$ cat config.mk
export PLATFORM = sky130hd
export DESIGN_NAME = sequential_signed_divider
export DESIGN_NICKNAME = d
export VERILOG_FILES = /design/src/rtl/signed_div_pkg.sv /design/src/rtl/eight_bit_adder.sv /design/src/rtl/sequential_signed_divider_div_step.sv /design/src/rtl/sequential_signed_divider.sv
export SDC_FILE = /design/constraint.sdc
export NUM_CORES = 1
export LEC_CHECK = 0
export BUFFER_PORTS_ARGS = -buffer_cell sky130_fd_sc_hd__buf_2
export CELL_PAD_IN_SITES_DETAIL_PLACEMENT = 0
export CELL_PAD_IN_SITES_GLOBAL_PLACEMENT = 2
export CORE_MARGIN = 1
export CORE_UTILIZATION = 35
export CTS_BUF_LIST = sky130_fd_sc_hd__clkbuf_2 sky130_fd_sc_hd__clkbuf_4 sky130_fd_sc_hd__clkbuf_8
export DETAILED_ROUTE_END_ITERATION = 8
export PLACE_DENSITY_LB_ADDON = 0.1
export SLEW_MARGIN = 5
export SYNTH_ARGS = -nofsm -noshare
export SYNTH_HDL_FRONTEND = slang
export SYNTH_SLANG_ARGS = --single-unit
$ cat constraint.sdc
create_clock -name clk -period 3.6 [get_ports clk]
set_input_delay 0.9 -clock clk [delete_from_list [all_inputs] [get_ports clk]]
set_output_delay 0.9 -clock clk [all_outputs]
set_load 0.01 [all_outputs]
$ cat src/rtl/signed_div_pkg.sv
// signed_div_pkg: shared state encoding, default width and magnitude helper for the signed divider.
package signed_div_pkg;
  typedef enum logic [1:0] {IDLE, CALC, FIX, DONE} state_t;
  localparam int DEFAULT_WIDTH = 4;
  function automatic logic [15:0] abs_u(input logic [15:0] x, input int width);
    logic [15:0] m;
    m = 16'((32'd1 << width) - 32'd1);
    return x[width-1] ? (~x + 16'd1) & m : x & m;
  endfunction
endpackage

$ cat src/rtl/eight_bit_adder.sv
// eight_bit_adder: parameterised ripple-carry adder with carry in and carry out.
module eight_bit_adder #(
  parameter int WIDTH = 8
) (
  input  logic [WIDTH-1:0] a,
  input  logic [WIDTH-1:0] b,
  input  logic             ci,
  output logic [WIDTH-1:0] s,
  output logic             co
);
  logic c;
  always_comb begin
    s = '0;
    c = ci;
    for (int k = 0; k < WIDTH; k++) begin
      s[k] = a[k] ^ b[k] ^ c;
      c = (a[k] & b[k]) | (c & (a[k] ^ b[k]));
    end
    co = c;
  end
endmodule

$ cat src/rtl/sequential_signed_divider_div_step.sv
// div_step: one restoring shift-subtract step on unsigned magnitudes.
module div_step
  import signed_div_pkg::*;
#(
  parameter int WIDTH = DEFAULT_WIDTH
) (
  input  logic [WIDTH-1:0] rem,
  input  logic             dvd_msb,
  input  logic [WIDTH-1:0] divisor,
  output logic [WIDTH-1:0] next_rem,
  output logic             q_bit
);
  logic [WIDTH:0] shifted, trial;
  logic           no_borrow;
  assign shifted = {rem, dvd_msb};
  // Adding the inverted divisor with carry-in 1 subtracts; carry-out 1 means trial >= 0.
  eight_bit_adder #(.WIDTH(WIDTH + 1)) u_sub (
    .a (shifted),
    .b (~{1'b0, divisor}),
    .ci(1'b1),
    .s (trial),
    .co(no_borrow)
  );
  assign q_bit    = no_borrow;
  assign next_rem = no_borrow ? trial[WIDTH-1:0] : shifted[WIDTH-1:0];
endmodule

$ cat src/rtl/sequential_signed_divider.sv
// sequential_signed_divider: multi-cycle restoring signed divider with start/busy/done handshake.
module sequential_signed_divider
  import signed_div_pkg::*;
#(
  parameter int WIDTH = DEFAULT_WIDTH
) (
  input  logic             clk,
  input  logic             reset,
  input  logic             start,
  input  logic [WIDTH-1:0] A,
  input  logic [WIDTH-1:0] B,
  output logic             busy,
  output logic             done,
  output logic [WIDTH-1:0] Q,
  output logic [WIDTH-1:0] R,
  output logic             div_by_zero,
  output logic             overflow
);
  localparam int CW = $clog2(WIDTH + 1);
  state_t           state_q, state_d;
  logic [CW-1:0]    count_q, count_d;
  logic [WIDTH-1:0] rem_q, rem_d, dvd_q, dvd_d, dvs_q, dvs_d;
  logic [WIDTH-1:0] q_out_q, q_out_d, r_out_q, r_out_d;
  logic             sign_q_q, sign_q_d, sign_r_q, sign_r_d;
  logic             busy_q, busy_d, done_q, done_d, dbz_q, dbz_d, ovf_q, ovf_d;
  logic [WIDTH-1:0] next_rem;
  logic             q_bit;
  logic [15:0]      a_abs, b_abs;
  assign a_abs = abs_u(16'(A), WIDTH);
  assign b_abs = abs_u(16'(B), WIDTH);
  div_step #(.WIDTH(WIDTH)) u_step (
    .rem     (rem_q),
    .dvd_msb (dvd_q[WIDTH-1]),
    .divisor (dvs_q),
    .next_rem(next_rem),
    .q_bit   (q_bit)
  );
  always_comb begin
    state_d  = state_q;
    count_d  = count_q;
    rem_d    = rem_q;
    dvd_d    = dvd_q;
    dvs_d    = dvs_q;
    sign_q_d = sign_q_q;
    sign_r_d = sign_r_q;
    busy_d   = busy_q;
    done_d   = 1'b0;
    q_out_d  = q_out_q;
    r_out_d  = r_out_q;
    dbz_d    = dbz_q;
    ovf_d    = ovf_q;
    case (state_q)
      IDLE: if (start) begin
        dvd_d    = a_abs[WIDTH-1:0];
        dvs_d    = b_abs[WIDTH-1:0];
        sign_q_d = A[WIDTH-1] ^ B[WIDTH-1];
        sign_r_d = A[WIDTH-1];
        rem_d    = '0;
        count_d  = CW'(WIDTH);
        busy_d   = 1'b1;
        state_d  = CALC;
      end
      CALC: begin
        rem_d   = next_rem;
        dvd_d   = {dvd_q[WIDTH-2:0], q_bit};
        count_d = count_q - CW'(1);
        state_d = (count_q == CW'(1)) ? FIX : CALC;
      end
      FIX: begin
        // A zero divisor leaves q all ones; force -1 regardless of the dividend sign.
        dbz_d   = (dvs_q == '0);
        ovf_d   = sign_r_q & ~sign_q_q & (dvs_q == WIDTH'(1)) & (dvd_q == {1'b1, {(WIDTH-1){1'b0}}});
        q_out_d = dbz_d ? '1 : (sign_q_q ? -dvd_q : dvd_q);
        r_out_d = sign_r_q ? -rem_q : rem_q;
        done_d  = 1'b1;
        busy_d  = 1'b0;
        state_d = DONE;
      end
      DONE: state_d = IDLE;
      default: state_d = IDLE;
    endcase
  end
  always_ff @(posedge clk) begin
    if (reset) begin
      state_q  <= IDLE;
      count_q  <= '0;
      rem_q    <= '0;
      dvd_q    <= '0;
      dvs_q    <= '0;
      sign_q_q <= 1'b0;
      sign_r_q <= 1'b0;
      busy_q   <= 1'b0;
      done_q   <= 1'b0;
      q_out_q  <= '0;
      r_out_q  <= '0;
      dbz_q    <= 1'b0;
      ovf_q    <= 1'b0;
    end else begin
      state_q  <= state_d;
      count_q  <= count_d;
      rem_q    <= rem_d;
      dvd_q    <= dvd_d;
      dvs_q    <= dvs_d;
      sign_q_q <= sign_q_d;
      sign_r_q <= sign_r_d;
      busy_q   <= busy_d;
      done_q   <= done_d;
      q_out_q  <= q_out_d;
      r_out_q  <= r_out_d;
      dbz_q    <= dbz_d;
      ovf_q    <= ovf_d;
    end
  end
  assign busy        = busy_q;
  assign done        = done_q;
  assign Q           = q_out_q;
  assign R           = r_out_q;
  assign div_by_zero = dbz_q;
  assign overflow    = ovf_q;
endmodule

# After elaboration in Yosys (flattened, before gate mapping)
# Index checks and enable logic that the tools add are counted.
dict set report op_classes {
  n_mul 0
  n_eq_ne 7
  reduce_logical 7
  magnitude_cmp 0
  bitwise 31
  shift 0
  add_sub_neg 5
  mux 18
  div_mod_pow 0
}
# op count
set ops {}
lappend ops {{$mux W4} 8}
lappend ops {{$pmux W4 S2} 2}
lappend ops {{$and A1 B1 Y1} 12}
lappend ops {{$xor A1 B1 Y1} 9}
lappend ops {{$add A4 B1 Y4 const B} 2}
lappend ops {{$neg A4 Y4} 2}
lappend ops {{$not A4 Y4} 2}
lappend ops {{$pmux W2 S4} 1}
lappend ops {{$pmux W3 S2} 1}
lappend ops {{$reduce_and A2 Y1} 3}
lappend ops {{$not A4 Y5} 1}
lappend ops {{$or A1 B1 Y1} 5}
lappend ops {{$eq A2 B2 Y1 const B} 2}
lappend ops {{$eq A4 B1 Y1 const B} 1}
lappend ops {{$eq A4 B4 Y1 const B} 1}
lappend ops {{$logic_not A4 Y1} 1}
lappend ops {{$mux W2} 2}
lappend ops {{$reduce_bool A2 Y1} 2}
lappend ops {{$eq A3 B1 Y1 const B} 1}
lappend ops {{$mux W3} 1}
lappend ops {{$sub A3 B1 Y3 const B} 1}
lappend ops {{$eq A2 B1 Y1 const B} 1}
lappend ops {{$logic_not A2 Y1} 1}
lappend ops {{$mux W1} 2}
lappend ops {{3 further kinds} 4}
dict set report word_totals {
  mem_bits_ro 0
  n_memories 0
  output_inout_bits 12
  in_bits 11
  word_cells 81
  mem_bits_rw 0
  ff_bits 31
  latch_bits 0
}

# Longest topological paths before layout
dict set report depth {
  ltp_word 13
  depth_mapped 12
  depth_no_buf 12
}

# By module
# From an unflattened synthesis, not the netlist that was laid out.
dict set report hier_totals {
  hier_cells 180
  hier_area_um2 1667.8
}
# mod seq_area_each_um2 cells_per_inst instances area_per_inst_um2
set by_module_without_submodules {}
lappend by_module_without_submodules {sequential_signed_divider 620.6 156 1 1466.4}
lappend by_module_without_submodules {eight_bit_adder 0.0 15 1 137.6}
lappend by_module_without_submodules {div_step 0.0 9 1 63.8}

# Least setup slack after synthesis
# OpenSTA, ideal clock, no wires.
dict set report synth_timing {
  path_type {register -> register}
  from {register dvd_q[3]}
  to {register rem_q[1]}
  setup_ns 0.128
  path_stages_with_launch 13
  period_less_slack_ns 2.376
  n_path_buf 0
  setup_slack_ns 1.224
  t_required_ns 3.472
  t_arrival_ns 2.249
  cell_sequence {dfxtp_1 > inv_1 > ha_1 > inv_1 > fa_1 > inv_1 > fa_1 > inv_1 > fa_1 > nor2_1 > mux2_2 > a22oi_1 > nor2_1}
}
dict set report synth_between {
  elab_chain_cells 12
  elab_cells_between_ends 14
  classes_between {2 x mux; 12 x bitwise}
}
# element line_no
set synth_lines {}
lappend synth_lines {{from (decl)} sequential_signed_divider.sv:22} ;# logic [WIDTH-1:0] rem_q, rem_d, dvd_q, dvd_d, dvs_q, dvs_d;
lappend synth_lines {{from (signal assigned)} sequential_signed_divider.sv:102} ;# dvd_q <= dvd_d;
lappend synth_lines {{$and A1 B1 Y1 or $xor A1 B1 Y1 (tied branches)} eight_bit_adder.sv:17} ;# c = (a[k] & b[k]) | (c & (a[k] ^ b[k]));
lappend synth_lines {{$or A1 B1 Y1 (*)} eight_bit_adder.sv:17}
lappend synth_lines {{$and A1 B1 Y1} eight_bit_adder.sv:17}
lappend synth_lines {{$or A1 B1 Y1} eight_bit_adder.sv:17}
lappend synth_lines {{$and A1 B1 Y1} eight_bit_adder.sv:17}
lappend synth_lines {{$or A1 B1 Y1} eight_bit_adder.sv:17}
lappend synth_lines {{$and A1 B1 Y1} eight_bit_adder.sv:17}
lappend synth_lines {{$or A1 B1 Y1} eight_bit_adder.sv:17}
lappend synth_lines {{$and A1 B1 Y1} eight_bit_adder.sv:17}
lappend synth_lines {{$or A1 B1 Y1} eight_bit_adder.sv:17}
lappend synth_lines {{$mux W4 (*)} sequential_signed_divider_div_step.sv:25} ;# assign next_rem = no_borrow ? trial[WIDTH-1:0] : shifted[WIDTH-1:0];
lappend synth_lines {{$pmux W4 S2 (*)} sequential_signed_divider.sv:52} ;# case (state_q)
lappend synth_lines {{to (signal assigned)} sequential_signed_divider.sv:101} ;# rem_q <= rem_d;
lappend synth_lines {{to (decl)} sequential_signed_divider.sv:22}
# Mark *: on every way between the ends. The rest lies on a longest branch, timed or not.
# A chain may end at the register's enable or synchronous reset.

# Worst setup path after layout
dict set report layout_timing {
  from {register dvd_q[3]}
  to {register rem_q[3]}
}
dict set report layout_between {
  elab_chain_cells 12
  elab_cells_between_ends 14
  classes_between {2 x mux; 12 x bitwise}
}
# element line_no
set layout_lines {}
lappend layout_lines {{$and A1 B1 Y1 or $xor A1 B1 Y1 (tied branches)} eight_bit_adder.sv:17}
lappend layout_lines {{$or A1 B1 Y1 (*)} eight_bit_adder.sv:17}
lappend layout_lines {{$and A1 B1 Y1 (*)} eight_bit_adder.sv:17}
lappend layout_lines {{$or A1 B1 Y1 (*)} eight_bit_adder.sv:17}
lappend layout_lines {{$and A1 B1 Y1 (*)} eight_bit_adder.sv:17}
lappend layout_lines {{$or A1 B1 Y1 (*)} eight_bit_adder.sv:17}
lappend layout_lines {{$and A1 B1 Y1} eight_bit_adder.sv:17}
lappend layout_lines {{$or A1 B1 Y1} eight_bit_adder.sv:17}
lappend layout_lines {{$and A1 B1 Y1} eight_bit_adder.sv:17}
lappend layout_lines {{$or A1 B1 Y1} eight_bit_adder.sv:17}
lappend layout_lines {{$mux W4 (*)} sequential_signed_divider_div_step.sv:25}
lappend layout_lines {{$pmux W4 S2 (*)} sequential_signed_divider.sv:52}
# Marked as above.

==> flow_metrics.env <==
export IMPL_status="finished clean"
export IMPL_start_kind="register"
export IMPL_grt_pass1_vias=1238
export IMPL_slowest_delay_ns=0.44
export IMPL_synth_enable_flop_cells=0
export IMPL_multiInputGateArea_sq_um=843
export IMPL_cell_chain_of_the_critical_path="inv_1 > ha_1 > inv_1 > fa_1 > inv_1 > fa_1 > inv_1 > fa_1 > nor2_1 > mux2_2 > a22oi_1 > nor2_1"
export IMPL_cp_common_cell="sky130_fd_sc_hd__inv_1"
export IMPL_antenna_cells=0
export IMPL_detailedRoute_firstIterationViolations=44
export IMPL_layout_worst_path_cycle_share_pct=72.1
export IMPL_clock_transition_at_the_registers_of_the_reported_paths_ns=0.07
export IMPL_synth_top_cell_area_share_pct=39.3
export IMPL_row_count=24
export IMPL_rsz0062_at_grt="false"
export IMPL_cts_path_max_buffers=2
export IMPL_dr_total_vias=1273
export IMPL_pwr_density_cell_mw_per_mm2=461
export IMPL_static_leakage_power_nw=0.726
export IMPL_detail_route_wl_per_cell_um=14.0
export IMPL_grt_use_total_pct=16.2
export IMPL_tritoncts="yes"
export IMPL_dieHeight_um=69.1
export IMPL_finalSetupViolCount=0
export IMPL_layout_filler_cell_count=465
export IMPL_grt_max_degree=32
export IMPL_relative_slew_margins_pct=41.4
export IMPL_finish_cell_count_without_fillers=248
export IMPL_post_route_cells_drive_above_1_share_pct=19.9
export IMPL_post_drt_via_cell_ratio=5.13
export IMPL_final_min_clock_period_ns=2.60
export IMPL_cts_sinks=31
export IMPL_initial_util_pct=36.2
export IMPL_post_cts_setup_buffers=0
export IMPL_clock_tree_htree_level_count=2
export IMPL_r2r_start="dvd_q[3]"
export IMPL_synth_ff_latch_count=31
export IMPL_criticalPathCategory="reg -> reg"
export IMPL_clock_root_buffer="sky130_fd_sc_hd__clkbuf_8"
export IMPL_numCtsBuffers=5
export IMPL_crit_path_max_fanout=6
export IMPL_min_from="R[0]"
export IMPL_syn_mean_instance_area_sq_um=9.02
export IMPL_die_w_um=69.1
export IMPL_floorplan_die_area_sq_mm=0.00478
export IMPL_final_routed_wirelength_across_all_metal_layers_um=3470
export IMPL_yosys_area_top_type="sky130_fd_sc_hd__dfxtp_1"
export IMPL_finalHoldViolations=0
export IMPL_design_final_nets=216
export IMPL_mappedNetlistNets=196
export IMPL_drc_violations=0
export IMPL_worst_setup_path_startpoint="dvd_q[3]"
export IMPL_finalWeightedCongestion=0.794
export IMPL_clock_skew_after_layout_ns=0.00438
export IMPL_dominant_synthesized_flop_cell="sky130_fd_sc_hd__dfxtp_1"
export IMPL_hpwl_um=2440
export IMPL_design_core_area_sq_mm=0.00435
export IMPL_dp_cells=240
export IMPL_cts_hold_repair_buffers=0
export IMPL_synthToLayoutAreaGrowth_pct=13.8
export IMPL_placement_io_buffers=22
export IMPL_timing_reg2reg_setup_slack_ns=1.00
export IMPL_seq_area_frac_synth_pct=39.3
export IMPL_cts_repair_resize_count=0
export IMPL_timing_worst_slew_pin_value_ns=0.877
export IMPL_layout_area_seq_sq_um=621
export IMPL_antenna_found_initial=0
export IMPL_maxClockFrequency_mhz=385
export IMPL_ant_nets=0
export IMPL_grt_overflow=0
export IMPL_yosys_top_cells_count="sky130_fd_sc_hd__dfxtp_1 (31), sky130_fd_sc_hd__nor2_1 (28), sky130_fd_sc_hd__inv_1 (18)"
export IMPL_max_cap_viol_count=0
export IMPL_cp_end_kind="register"
export IMPL_final_max_slew_violation_count=0
export IMPL_setup_tns_final_ns=0
export IMPL_drtPass1Iterations=6
export IMPL_hold_path_class="reg -> reg"
export IMPL_ys_async_sr_fraction_pct=0
export IMPL_critical_path_data_required_time_ns=3.75
export IMPL_grt_first_pass_wirelength_um=6130
export IMPL_yosysUniqueCellTypes=38
export IMPL_synth_cells=175
export IMPL_yosys_top_cells_area="sky130_fd_sc_hd__dfxtp_1 (39%), sky130_fd_sc_hd__nor2_1 (6.7%), sky130_fd_sc_hd__ha_1 (5.6%)"
export IMPL_max_vdd_ir_drop_mv=0.154
export IMPL_dominant_cell_by_count_in_the_synthesized_netlist="sky130_fd_sc_hd__dfxtp_1"
export IMPL_post_synth_instance_area_sq_mm=0.00158
export IMPL_insertion_delay_ns=0.28
export IMPL_critical_path_slowest_cell="sky130_fd_sc_hd__fa_1"
export IMPL_number_of_ports_placed_on_the_die_boundary=23
export IMPL_cp_arrival_ns=2.74
export IMPL_synthesis_yosys_warnings=0
[path summary, 6_finish.rpt]
kind / to / depth (start not counted)
worst max register to register: rem_q[3] / 12
worst max-delay path: rem_q[3] / 12
worst min-delay path: R[0] / 2
worst min register to register: R[0] / 2
[placed cells by master (no fill, tap or decap), drive strengths merged]
cell,synthesis,routed
a211oi,11,11
a21o,1,1
a21oi,9,9
a221oi,1,1
a222oi,2,2
a22oi,4,4
a41oi,1,1
and2b,1,1
buf,7,22
clkbuf,2,7
clkinv,0,1
dfxtp,31,31
fa,3,3
ha,7,7
inv,18,18
mux2,2,2
mux2i,5,5
nand2,7,7
nand2b,2,2
nand3,1,1
nand3b,2,2
nand4,1,1
nor2,28,28
nor2b,4,4
nor3,3,3
nor3b,1,1
nor4,2,2
nor4b,2,2
o21ai,5,5
o21bai,1,1
o311ai,2,2
o31ai,2,2
xnor2,6,6
xor2,1,1
[critical path, delay by kind of cell, from the launching register on]
family	cells	cell delay [ns]
fa+ha+maj	4	1.11
flops	1	0.32
simple gates	2	0.26
compound gates	1	0.13
buf+inv	4	0.29
mux	1	0.36
[metrics by stage]
step	hold WS [ns]	util, %	setup WS [ns]	total power [mW]	instance area (sq um)
5_1_grt	0.469	41.2	0.779	0.885	1800
2_1_floorplan	0.465	-	1.22	0.514	1580
3_3_place_gp	0.440	39.2	1.11	0.551	1710
4_1_cts	0.456	41.2	0.996	0.837	1800
3_5_place_dp	0.447	39.2	1.01	0.556	1710
6_report	0.451	41.2	1.00	0.827	1800
[routing by layer]
layer | routed length (um) | vias to the layer above | share of wire [%] | track usage (%)
li1 | - | 645 | - | -
met1 | 1660 | 593 | 48 | 20.7
met2 | 1640 | 30 | 47 | 26.0
met3 | 130 | 5 | 3.7 | 4.82
met4 | 36 | 0 | 1.0 | 5.67
met5 | 0 | - | 0 | 0
[state kept, by name, indices dropped and copies added (netlist names), 3 cells and up, named ones only]
| register | cells |
|---|---|
| count_q | 3 |
| rem_q | 4 |
| dvd_q | 4 |
| Q | 4 |
| dvs_q | 4 |
| R | 4 |
[power breakdown]
group          internal, mW  switching, mW  total [mW]
logic                0.0698         0.0834       0.153
registers             0.366         0.0287       0.394
clock network         0.151          0.129       0.280
[layout make-up]
type	count	share of cell area [%]
clock buffers	7	4.67
clock inverters	1	0.279
inverters	18	3.76
multi-input cells	117	47.0
flip-flops and latches	31	34.6
well taps	52	3.62
repair buffers	22	6.13
[kinds of logic after synthesis]
group	Yosys count	synth area share, %
compound gates	39	18.6
xor+xnor	7	3.89
fa+ha+maj	10	9.36
buf+inv	27	7.22
flops	31	39.3
mux	7	4.60
simple gates	54	17.1
Note: power is estimated with default switching activity, not from simulation.
